### config.mk
export PLATFORM = sky130hd
export DESIGN_NAME = gpu_rect_fill
export DESIGN_NICKNAME = d
export VERILOG_FILES = /design/src/rtl/gpu_rect_pkg.sv /design/src/rtl/gpu_rect_normalize.sv /design/src/rtl/gpu_rect_fill.sv
export SDC_FILE = /design/constraint.sdc
export NUM_CORES = 1
export LEC_CHECK = 0
export CAP_MARGIN = 20
export CORE_ASPECT_RATIO = 2
export CORE_MARGIN = 4
export CORE_UTILIZATION = 50
export DETAILED_ROUTE_END_ITERATION = 10
export GPL_ROUTABILITY_DRIVEN = 1
export PLACE_DENSITY = 0.77
export SLEW_MARGIN = 10
export SYNTH_ARGS = -nofsm -noshare
export SYNTH_HDL_FRONTEND = slang
export SYNTH_SLANG_ARGS = --single-unit
### constraint.sdc
create_clock -name clk -period 3.15 [get_ports clk]
set_clock_uncertainty 0.2 [all_clocks]
set_input_delay 0.63 -clock clk [delete_from_list [all_inputs] [get_ports clk]]
set_output_delay 0.63 -clock clk [all_outputs]
set_load 0.01 [all_outputs]
### src/rtl/gpu_rect_pkg.sv
// Shared types and constants for the rectangle-fill rasterizer.
// Clipping to the screen extent is enabled by defining GPU_RECT_CLIP_EN.
package gpu_rect_pkg;

    localparam int CHANNEL_BITS  = 8;
    localparam int WIDTH_BITS    = 10;
    localparam int HEIGHT_BITS   = 9;
    localparam int SCREEN_WIDTH  = 640;
    localparam int SCREEN_HEIGHT = 480;

    localparam logic [WIDTH_BITS-1:0]  X_LIMIT = WIDTH_BITS'(SCREEN_WIDTH - 1);
    localparam logic [HEIGHT_BITS-1:0] Y_LIMIT = HEIGHT_BITS'(SCREEN_HEIGHT - 1);

    typedef enum logic [1:0] {
        IDLE  = 2'd0,
        FILL  = 2'd1,
        FLUSH = 2'd2
    } rectStateType;

    localparam logic RECT_OP_FILL  = 1'b0;
    localparam logic RECT_OP_FLUSH = 1'b1;

    typedef struct packed {
        logic                      op;
        logic [WIDTH_BITS-1:0]     x0;
        logic [HEIGHT_BITS-1:0]    y0;
        logic [WIDTH_BITS-1:0]     x1;
        logic [HEIGHT_BITS-1:0]    y1;
        logic [3*CHANNEL_BITS-1:0] color;
    } rect_cmd_t;

endpackage

### src/rtl/gpu_rect_normalize.sv
// Corner sort, optional screen clip (GPU_RECT_CLIP_EN) and empty flag.
// Purely combinational; evaluated on the command inputs at accept.
module gpu_rect_normalize
    import gpu_rect_pkg::*;
(
    input  logic [WIDTH_BITS-1:0]  x0_i,
    input  logic [WIDTH_BITS-1:0]  x1_i,
    input  logic [HEIGHT_BITS-1:0] y0_i,
    input  logic [HEIGHT_BITS-1:0] y1_i,
    output logic [WIDTH_BITS-1:0]  xmin_o,
    output logic [WIDTH_BITS-1:0]  xmax_o,
    output logic [HEIGHT_BITS-1:0] ymin_o,
    output logic [HEIGHT_BITS-1:0] ymax_o,
    output logic                   empty_o
);

    logic [WIDTH_BITS-1:0]  xhi;
    logic [HEIGHT_BITS-1:0] yhi;

    always_comb begin
        xmin_o = (x0_i < x1_i) ? x0_i : x1_i;
        xhi    = (x0_i < x1_i) ? x1_i : x0_i;
        ymin_o = (y0_i < y1_i) ? y0_i : y1_i;
        yhi    = (y0_i < y1_i) ? y1_i : y0_i;
`ifdef GPU_RECT_CLIP_EN
        xmax_o  = (xhi > X_LIMIT) ? X_LIMIT : xhi;
        ymax_o  = (yhi > Y_LIMIT) ? Y_LIMIT : yhi;
        // A start corner past the edge leaves nothing visible
        empty_o = (xmin_o > X_LIMIT) || (ymin_o > Y_LIMIT);
`else
        xmax_o  = xhi;
        ymax_o  = yhi;
        empty_o = 1'b0;
`endif
    end

endmodule

### src/rtl/gpu_rect_fill.sv
// Rectangle-fill rasterizer: one pixel per clock in row-major order,
// plus a one-cycle flush pulse. Optional clipping via GPU_RECT_CLIP_EN.
module gpu_rect_fill
    import gpu_rect_pkg::*;
(
    input  logic                    clk,
    input  logic                    n_rst,
    input  logic                    cmd_valid_i,
    output logic                    cmd_ready_o,
    input  logic                    cmd_op_i,
    input  logic [WIDTH_BITS-1:0]   cmd_x0_i,
    input  logic [WIDTH_BITS-1:0]   cmd_x1_i,
    input  logic [HEIGHT_BITS-1:0]  cmd_y0_i,
    input  logic [HEIGHT_BITS-1:0]  cmd_y1_i,
    input  logic [3*CHANNEL_BITS-1:0] cmd_color_i,
    output logic                    data_ready_o,
    output logic [CHANNEL_BITS-1:0] rdata_o,
    output logic [CHANNEL_BITS-1:0] gdata_o,
    output logic [CHANNEL_BITS-1:0] bdata_o,
    output logic [WIDTH_BITS-1:0]   adddatax_o,
    output logic [HEIGHT_BITS-1:0]  adddatay_o,
    output logic                    flush_o,
    output logic                    busy_o
);

    rect_cmd_t cmd;
    rectStateType state_q, state_d;

    logic [WIDTH_BITS-1:0]  x_q, x_d;
    logic [WIDTH_BITS-1:0]  xmin_q, xmin_d;
    logic [WIDTH_BITS-1:0]  xmax_q, xmax_d;
    logic [HEIGHT_BITS-1:0] y_q, y_d;
    logic [HEIGHT_BITS-1:0] ymax_q, ymax_d;
    logic [3*CHANNEL_BITS-1:0] color_q, color_d;
    logic dr_q, dr_d;
    logic flush_q, flush_d;
    logic busy_q, busy_d;

    logic [WIDTH_BITS-1:0]  n_xmin, n_xmax;
    logic [HEIGHT_BITS-1:0] n_ymin, n_ymax;
    logic n_empty;
    logic accept;

    assign cmd = '{op: cmd_op_i, x0: cmd_x0_i, y0: cmd_y0_i,
                   x1: cmd_x1_i, y1: cmd_y1_i, color: cmd_color_i};

    gpu_rect_normalize u_norm (
        .x0_i    (cmd.x0),
        .x1_i    (cmd.x1),
        .y0_i    (cmd.y0),
        .y1_i    (cmd.y1),
        .xmin_o  (n_xmin),
        .xmax_o  (n_xmax),
        .ymin_o  (n_ymin),
        .ymax_o  (n_ymax),
        .empty_o (n_empty)
    );

    assign cmd_ready_o = (state_q == IDLE);
    assign accept      = cmd_valid_i && cmd_ready_o;

    always_comb begin
        state_d = state_q;
        x_d     = x_q;
        y_d     = y_q;
        xmin_d  = xmin_q;
        xmax_d  = xmax_q;
        ymax_d  = ymax_q;
        color_d = color_q;
        dr_d    = 1'b0;
        flush_d = 1'b0;
        unique case (state_q)
            IDLE: begin
                if (accept) begin
                    if (cmd.op == RECT_OP_FLUSH) begin
                        state_d = FLUSH;
                        flush_d = 1'b1;
                    end else if (!n_empty) begin
                        // Counters double as the registered pixel outputs
                        state_d = FILL;
                        dr_d    = 1'b1;
                        x_d     = n_xmin;
                        y_d     = n_ymin;
                        xmin_d  = n_xmin;
                        xmax_d  = n_xmax;
                        ymax_d  = n_ymax;
                        color_d = cmd.color;
                    end
                end
            end
            FILL: begin
                if (x_q == xmax_q) begin
                    if (y_q == ymax_q) begin
                        state_d = IDLE;
                    end else begin
                        dr_d = 1'b1;
                        x_d  = xmin_q;
                        y_d  = y_q + 1'b1;
                    end
                end else begin
                    dr_d = 1'b1;
                    x_d  = x_q + 1'b1;
                end
            end
            FLUSH: begin
                state_d = IDLE;
            end
            default: begin
                state_d = IDLE;
            end
        endcase
        busy_d = (state_d != IDLE);
    end

    always_ff @(posedge clk or negedge n_rst) begin
        if (!n_rst) begin
            state_q <= IDLE;
            x_q     <= '0;
            y_q     <= '0;
            xmin_q  <= '0;
            xmax_q  <= '0;
            ymax_q  <= '0;
            color_q <= '0;
            dr_q    <= 1'b0;
            flush_q <= 1'b0;
            busy_q  <= 1'b0;
        end else begin
            state_q <= state_d;
            x_q     <= x_d;
            y_q     <= y_d;
            xmin_q  <= xmin_d;
            xmax_q  <= xmax_d;
            ymax_q  <= ymax_d;
            color_q <= color_d;
            dr_q    <= dr_d;
            flush_q <= flush_d;
            busy_q  <= busy_d;
        end
    end

    assign data_ready_o = dr_q;
    assign flush_o      = flush_q;
    assign busy_o       = busy_q;
    assign adddatax_o   = x_q;
    assign adddatay_o   = y_q;
    assign rdata_o      = color_q[3*CHANNEL_BITS-1:2*CHANNEL_BITS];
    assign gdata_o      = color_q[2*CHANNEL_BITS-1:CHANNEL_BITS];
    assign bdata_o      = color_q[CHANNEL_BITS-1:0];

endmodule

==> results of run 1 <==
[per-layer routing]
| layer | global-route usage | up-vias | share of wire |
|---|---|---|---|
| li1 | - | 1991 | - |
| met1 | 0.2669 | 1963 | 0.35 |
| met2 | 0.4669 | 96 | 0.58 |
| met3 | 0.03191 | 34 | 0.030 |
| met4 | 0.1229 | 0 | 0.034 |
| met5 | 0 | - | 0 |
[metrics by stage]
step | hold WS, ns | cell area [um2] | util | TNS (ns)
2_1_floorplan | 0.1344 | 4472 | - | 0
3_3_place_gp | 0.2591 | 5919 | 0.6797 | -0.8049
3_5_place_dp | 0.2655 | 5919 | 0.6797 | -1.215
4_1_cts | 0.2802 | 6212 | 0.7134 | 0
5_1_grt | 0.3107 | 6250 | 0.7177 | 0
6_report | 0.2764 | 6250 | 0.7177 | 0
[registers in the layout, summed over array words and instances, names as in the netlist]
name / cells
data_ready_o: 1
adddatay_o: 9
ymax_q: 9
flush_o: 1
adddatax_o: 10
state_q: 2
xmax_q: 10
xmin_q: 10
busy_o: 1
color_q: 24
[worst max-delay path, stage by stage]
cell	delay, ns
sky130_fd_sc_hd__clkdlybuf4s50_1	0.48
sky130_fd_sc_hd__inv_1	0.05
sky130_fd_sc_hd__ha_1	0.28
sky130_fd_sc_hd__and4_1	0.22
sky130_fd_sc_hd__a221oi_1	0.23
sky130_fd_sc_hd__o21ai_0	0.19
sky130_fd_sc_hd__a31oi_4	0.23
sky130_fd_sc_hd__buf_12	0.19
sky130_fd_sc_hd__buf_12	0.13
sky130_fd_sc_hd__mux2i_1	0.20
sky130_fd_sc_hd__a21oi_1	0.09
[power groups by stage]
stage	Combinational, W	Sequential, W	Clock, W
after floorplan	0.000127	0.00101	0
after global placement	0.000316	0.00101	0
after detailed placement	0.000324	0.00101	0
after CTS	0.000325	0.000989	0.00106
after global routing	0.000356	0.000989	0.00109
final	0.000326	0.000989	0.00103
[final timing paths]
path / start / to / slack, ns / cells after the start
max in group asynchronous: n_rst / flush_o$_DFF_PN0_ / 1.65 / 3
min: color_q[15]$_DFFE_PN0P_ / color_q[15]$_DFFE_PN0P_ / 0.28 / 2
max: cmd_x1_i[9] / xmax_q[3]$_DFFE_PN0P_ / 0.22 / 11
min in group asynchronous: n_rst / color_q[10]$_DFFE_PN0P_ / 0.51 / 2
min reg2reg: color_q[15]$_DFFE_PN0P_ / color_q[15]$_DFFE_PN0P_ / 0.28 / 2
max reg2reg: adddatax_o[3]$_DFFE_PN0P_ / adddatay_o[0]$_DFFE_PN0P_ / 0.44 / 5
[placed cells by master, fill, tap and decap left out, types with 7 or more instances in the layout]
cell type,instances
sky130_fd_sc_hd__nor3_1,11
sky130_fd_sc_hd__o32a_1,7
sky130_fd_sc_hd__nand3_1,8
sky130_fd_sc_hd__nor2_1,32
sky130_fd_sc_hd__o21ai_0,24
sky130_fd_sc_hd__xnor2_1,7
sky130_fd_sc_hd__ha_1,19
sky130_fd_sc_hd__a21oi_1,31
sky130_fd_sc_hd__buf_4,31
sky130_fd_sc_hd__dfrtp_1,77
sky130_fd_sc_hd__xor2_1,20
sky130_fd_sc_hd__clkdlybuf4s50_1,111
sky130_fd_sc_hd__inv_1,22
sky130_fd_sc_hd__clkbuf_16,9
sky130_fd_sc_hd__nand2_1,98
sky130_fd_sc_hd__mux2i_1,42
sky130_fd_sc_hd__and3_1,10
[logic make-up after synthesis]
group           after synthesis
fa+ha+maj                    19
mux                          43
xor+xnor                     27
flops                        77
simple gates                187
compound gates               92
buf+inv                      48
[final cells by class]
cell class              count  share of cell area
multi-input cells         368              0.3778
flip-flops and latches     77              0.3083
repair buffers            148              0.2338
clock buffers              11             0.03884
well taps                 100             0.02002
inverters                  22             0.01321
clock inverters             5            0.008008
[repair_timing]
action,CTS,global route
hold buffers,0,1
endpoints found under the hold margin,0,18
endpoints found under the setup margin,0,0
gates resized for setup,0,0
==> load_flow_metrics.sql, run 1 <==
INSERT INTO impl_metrics (metric_group, metric, value, unit) VALUES
('outcome', 'run_status', 'completed', ''),
('yosys', 'leading_register_cell_type_out_of_synthesis', 'sky130_fd_sc_hd__dfrtp_1', ''),
('setup_path', 'worstPathRequired', '3.15', 'ns'),
('yosys', 'synthCells', '493', ''),
('global_routing', 'grtUsageTotal', '0.2526', ''),
('sta', 'layout_worst_path_cycle_share', '0.9310', ''),
('clocking', 'clock_insertion_delay_at_the_later_pin_of_the_skew_report', '0.34', 'ns'),
('setup_path', 'crit_type', 'input pin to register', ''),
('clocking', 'clock_tree.buffer_depth', '2', ''),
('sta', 'timing.final.hold_violations', '0', ''),
('floorplan', 'chipHeight', '141.7', 'um'),
('yosys', 'yosys_warnings', '0', ''),
('yosys', 'synthesis.nets', '578', ''),
('clocking', 'htree_num_levels', '3', ''),
('power', 'powerDensity', '375.7', 'nW/um2'),
('detailed_routing', 'wl_per_cell', '17.12', 'um'),
('yosys', 'synth_edf_count', '0', ''),
('floorplan', 'chipWidth', '74.87', 'um'),
('yosys', 'synth_top_area_frac', '0.4309', ''),
('run', 'max-cap-violations', '0', ''),
('detailed_routing', 'drt-pass1-iter-count', '5', ''),
('yosys', 'yosysSeqAreaShare', '0.4309', ''),
('yosys', 'yosysTopAreaCell', 'sky130_fd_sc_hd__dfrtp_1', ''),
('final_layout', 'finalNetCount', '711', ''),
('power', 'leakagePower', '3.055', 'nW'),
('floorplan', 'dieArea', '10610', 'um2'),
('placement', 'place_hpwl', '9.455', 'mm'),
('power', 'p_sw_frac', '0.2315', ''),
('clocking', 'worst_setup_hold_path_clk_slew', '0.06', 'ns'),
('final_layout', 'final-instance-count-excl-fill', '731', ''),
('yosys', 'ys_types', '51', ''),
('yosys', 'yosysMostFrequentCell', 'sky130_fd_sc_hd__nand2_1', ''),
('global_routing', 'number_of_antenna_violations_at_the_first_check_in_global_routing', '0', ''),
('power', 'power.combinational.fraction', '0.139', ''),
('yosys', 'async_reset_ff_frac', '1.000', ''),
('clocking', 'clk_root_buffer_cell', 'sky130_fd_sc_hd__clkbuf_16', ''),
('power', 'seq_power_share', '0.421', ''),
('power', 'max-vdd-ir-drop', '0.2661', 'mV'),
('clocking', 'numClockSinks', '77', ''),
('final_layout', 'post_route_cells_drive_above_1_share', '0.09350', ''),
('final_layout', 'regArea', '1927', 'um2'),
('final_layout', 'area.growth.synth_to_final', '39.76', '%'),
('placement', 'routabilityCongestion', '0.8388', ''),
('placement', 'number_of_buffers_added_on_ports', '112', ''),
('detailed_routing', 'vias_per_cell', '5.587', ''),
('floorplan', 'num_io_pins', '113', ''),
('detailed_routing', 'drt.antenna.violating_nets', '0', ''),
('detailed_routing', 'totalWireLength', '12.52', 'mm'),
('final_layout', 'final_antenna_diode_count', '0', ''),
('yosys', 'syn-mean-instance-area', '9.071', 'um2'),
('final_layout', 'filler_cell_count', '694', ''),
('sta', 'setup_violations', '0', ''),
('setup_path', 'worst_setup_end_kind', 'register', ''),
('floorplan', 'fp-row-count', '48', ''),
('setup_path', 'crit_path_max_fanout', '19', ''),
('placement', 'post-place-cells', '713', ''),
('global_routing', 'grt_pass1_vias', '4225', ''),
('yosys', 'main_combinational_cell_family_by_area_after_synthesis', 'simple AND/OR/NAND/NOR gates', ''),
('sta', 'worst_margin_pin_slew', '0.7188', 'ns'),
('sta', 'final_critical_path_setup_slack', '0.2175', 'ns'),
('sta', 'max_clock_freq', '341.0', 'MHz'),
('global_routing', 'leftover_overflow_at_the_end_of_global_routing', '0', ''),
('sta', 'setup_repair_after_global_routing_missed_its_margin', 'no', ''),
('yosys', 'netlist_top_cells_area', 'sky130_fd_sc_hd__dfrtp_1 (43%), sky130_fd_sc_hd__mux2i_1 (9.4%), sky130_fd_sc_hd__nand2_1 (8.2%)', ''),
('yosys', 'synth_xor_area_frac', '0.05288', ''),
('yosys', 'synth_simple_gate_area_frac', '0.1908', ''),
('power', 'p_int', '0.001805', 'W'),
('power', 'p_clk_frac', '0.440', ''),
('yosys', 'yosys.area_share.adder', '0.05316', ''),
('yosys', 'yosys_register_bits', '77', ''),
('placement', 'post-place-ws', '-0.1117', 'ns');
Note: power is estimated with default switching activity, not from simulation.
==> inputs of run 2 (changes only) <==
--- a/config.mk
+++ b/config.mk
@@ -8,11 +8,11 @@
 export CAP_MARGIN = 20
 export CORE_ASPECT_RATIO = 2
 export CORE_MARGIN = 4
-export CORE_UTILIZATION = 50
+export CORE_UTILIZATION = 45
 export DETAILED_ROUTE_END_ITERATION = 10
 export GPL_ROUTABILITY_DRIVEN = 1
-export PLACE_DENSITY = 0.77
-export SLEW_MARGIN = 10
+export PLACE_DENSITY = 0.7
+export SLEW_MARGIN = 20
 export SYNTH_ARGS = -nofsm -noshare
 export SYNTH_HDL_FRONTEND = slang
 export SYNTH_SLANG_ARGS = --single-unit
==> constraint.sdc (replaced) <==
create_clock -name clk -period 3.4 [get_ports clk]
set_clock_uncertainty 0.2 [all_clocks]
set_input_delay 0.68 -clock clk [delete_from_list [all_inputs] [get_ports clk]]
set_output_delay 0.68 -clock clk [all_outputs]
set_load 0.01 [all_outputs]
==> run 2 against run 1 <==
First-iteration DRC count decreased by 13%. Critical path depth decreased by 1. Wire length increased by 0.58%. Worst hold slack got worse by 0.0039 ns. Design area decreased by 2.4%. Utilization decreased by 8.9 points. Non-clock buffer count decreased by 21. Sequential share of layout area increased by 0.75 points. Clock power about the same. Critical path type unchanged. Largest cell class unchanged. Highest routed layer unchanged.
==> load_flow_metrics.sql, run 2 (synthesis results as in run 1) <==
INSERT INTO impl_metrics (metric_group, metric, value, unit) VALUES
('detailed_routing', 'vias_per_cell', '5.441', ''),
('detailed_routing', 'route.top_layer_used', 'met4', ''),
('setup_path', 'worstPathRequired', '3.42', 'ns'),
('sta', 'setup_repair_after_global_routing_missed_its_margin', 'no', ''),
('floorplan', 'starting_density', '0.4610', ''),
('run', 'max-cap-violations', '0', ''),
('setup_path', 'crit_type', 'input pin to register', ''),
('setup_path', 'reg2reg_start', 'adddatax_o[7]$_DFFE_PN0P_', ''),
('floorplan', 'core', '9699', 'um2'),
('final_layout', 'final_antenna_diode_count', '0', ''),
('sta', 'fin_setup_tns', '0', 'ns'),
('final_layout', 'area.growth.synth_to_final', '36.46', '%'),
('global_routing', 'leftover_overflow_at_the_end_of_global_routing', '0', ''),
('power', 'powerDensity', '363.7', 'nW/um2'),
('clocking', 'numClockSinks', '77', ''),
('detailed_routing', 'wl_per_cell', '16.97', 'um'),
('global_routing', 'grt_pass1_vias', '4162', ''),
('placement', 'number_of_buffers_added_on_ports', '112', ''),
('global_routing', 'number_of_antenna_violations_at_the_first_check_in_global_routing', '0', ''),
('placement', 'place_hpwl', '9.490', 'mm'),
('final_layout', 'largest_register_ff_count', '24', ''),
('detailed_routing', 'totalWireLength', '12.59', 'mm'),
('sta', 'timing.slew.headroom', '0.3521', ''),
('detailed_routing', 'drt-pass1-iter-count', '5', ''),
('clocking', 'clock_insertion_delay_at_the_later_pin_of_the_skew_report', '0.34', 'ns'),
('clocking', 'numCtsBuffers', '9', ''),
('clocking', 'cts-resized-gates', '0', ''),
('global_routing', 'grtUsageTotal', '0.2268', ''),
('sta', 'final_critical_path_setup_slack', '0.3741', 'ns'),
('sta', 'setup_violations', '0', ''),
('clocking', 'clk_root_buffer_cell', 'sky130_fd_sc_hd__clkbuf_16', ''),
('detailed_routing', 'drt.antenna.violating_nets', '0', ''),
('detailed_routing', 'routedLengthMet1', '4.365', 'mm'),
('detailed_routing', 'routed-via-count', '4037', ''),
('clocking', 'post-cts-setup-buffers', '0', ''),
('final_layout', 'final_cell_mix', 'sky130_fd_sc_hd__clkdlybuf4s50_1 (111), sky130_fd_sc_hd__nand2_1 (98), sky130_fd_sc_hd__dfrtp_1 (77)', ''),
('worst_hold_path', 'hold_path_depth', '2', ''),
('sta', 'minimum_clock_period', '3.026', 'ns'),
('floorplan', 'num_io_pins', '113', ''),
('detailed_routing', 'met3_wirelength', '387', 'um'),
('setup_path', 'timing.rr.end', 'adddatay_o[3]$_DFFE_PN0P_', ''),
('worst_hold_path', 'holdPathEnd', 'color_q[2]$_DFFE_PN0P_', ''),
('final_layout', 'top_register', 'color_q', ''),
('floorplan', 'fp-row-count', '51', ''),
('final_layout', 'post_route_cells_drive_above_1_share', '0.06557', ''),
('detailed_routing', 'remaining_drc_errors', '0', ''),
('sta', 'timing.final.max_slew_violations', '0', ''),
('worst_hold_path', 'holdCritPathClass', 'register to register', ''),
('sta', 'worst_margin_pin_slew', '0.9718', 'ns'),
('sta', 'timing.final.hold_violations', '0', ''),
('detailed_routing', 'first_iter_violations', '224', ''),
('setup_path', 'worst_r2r_path_depth', '5', ''),
('setup_path', 'startpoint', 'cmd_x1_i[7]', ''),
('power', 'max-vdd-ir-drop', '0.2623', 'mV'),
('clocking', 'htree_num_levels', '3', ''),
('setup_path', 'crit_path_max_fanout', '12', ''),
('floorplan', 'chipHeight', '149.0', 'um'),
('outcome', 'run_status', 'completed', ''),
('placement', 'routabilityCongestion', '0.8360', ''),
('clocking', 'clock_tree_from_tritoncts', 'yes', ''),
('sta', 'max_clock_freq', '330.5', 'MHz'),
('global_routing', 'grt_first_pass_wirelength', '20.41', 'mm'),
('setup_path', 'critPathLaunchType', 'input pin', ''),
('clocking', 'cts_hold_buffers', '0', ''),
('floorplan', 'dieArea', '11690', 'um2'),
('placement', 'post-place-ws', '0.03898', 'ns'),
('setup_path', 'setup.reg_to_reg.worst_slack', '0.58', 'ns'),
('setup_path', 'worst-endpoint-arrival', '3.04', 'ns'),
('detailed_routing', 'metal2_wl', '7.314', 'mm'),
('final_layout', 'finish.utilization', '0.6291', ''),
('floorplan', 'chipWidth', '78.49', 'um'),
('final_layout', 'finalNetCount', '690', ''),
('final_layout', 'leading_cell_type_in_the_layout_fill_and_taps_excluded', 'sky130_fd_sc_hd__clkdlybuf4s50_1', ''),
('power', 'leakagePower', '2.939', 'nW'),
('clocking', 'worst_setup_hold_path_clk_slew', '0.06', 'ns'),
('global_routing', 'grt_max_degree', '78', ''),
('clocking', 'clock_tree.buffer_depth', '2', ''),
('final_layout', 'filler_cell_count', '871', ''),
('setup_path', 'worst_setup_end_kind', 'register', ''),
('worst_hold_path', 'min_from', 'color_q[2]$_DFFE_PN0P_', ''),
('sta', 'layout_worst_path_cycle_share', '0.8900', '');
==> run 2: per-layer routing <==
| metal | vias up | track usage |
|---|---|---|
| met5 | - | 0 |
| met4 | 0 | 0.1436 |
| met3 | 36 | 0.03386 |
| met2 | 112 | 0.4240 |
| met1 | 1943 | 0.2289 |
| li1 | 1946 | - |
==> run 2: worst max-delay path by stage <==
stage / slack, ns / cells after the start / end
floorplan: 0.64 / 9 / adddatax_o[2]$_DFFE_PN0P_
global route: 0.22 / 10 / adddatax_o[6]$_DFFE_PN0P_
global placement: 0.08 / 10 / adddatax_o[7]$_DFFE_PN0P_
finish: 0.37 / 10 / adddatax_o[6]$_DFFE_PN0P_
CTS: 0.40 / 10 / adddatax_o[6]$_DFFE_PN0P_
detailed placement: 0.04 / 10 / xmax_q[8]$_DFFE_PN0P_
==> run 2: final cells by class <==
class	count	area (um2)	share of cell area
multi-input combinational	368	2361	0.3869
sequential	77	1927	0.3158
timing repair buffer	127	1244	0.2038
clock buffer	9	225.2	0.03691
tap	132	165.2	0.02707
clock inverter	7	97.59	0.01599
inverter	22	82.58	0.01353
==> run 2: metrics by stage <==
step | cells | total power [W] | hold WS (ns) | cell area [um2]
2_1_floorplan | 493 | 0.001051 | 0.1844 | 4472
6_report | 742 | 0.002219 | 0.2725 | 6102
3_3_place_gp | 726 | 0.001194 | 0.2571 | 5779
3_5_place_dp | 726 | 0.001199 | 0.2611 | 5779
5_1_grt | 742 | 0.002302 | 0.2934 | 6102
4_1_cts | 742 | 0.002248 | 0.2770 | 6102
==> run 2: worst max-delay path: stages <==
cell and delay [ns]:
sky130_fd_sc_hd__clkdlybuf4s50_1 0.51, sky130_fd_sc_hd__inv_1 0.08, sky130_fd_sc_hd__ha_1 0.31, sky130_fd_sc_hd__and4_1 0.20, sky130_fd_sc_hd__a221oi_1 0.23, sky130_fd_sc_hd__o21ai_0 0.19
sky130_fd_sc_hd__a31oi_4 0.22, sky130_fd_sc_hd__buf_4 0.24, sky130_fd_sc_hd__nor3_1 0.06, sky130_fd_sc_hd__o32a_1 0.34
==> run 2: report_power, final <==
part	internal [W]	leakage, nW	switching [W]
registers	0.000916	1.02	0
logic	0.000140	1.77	0.000123
clock network	0.000646	0.152	0.000394
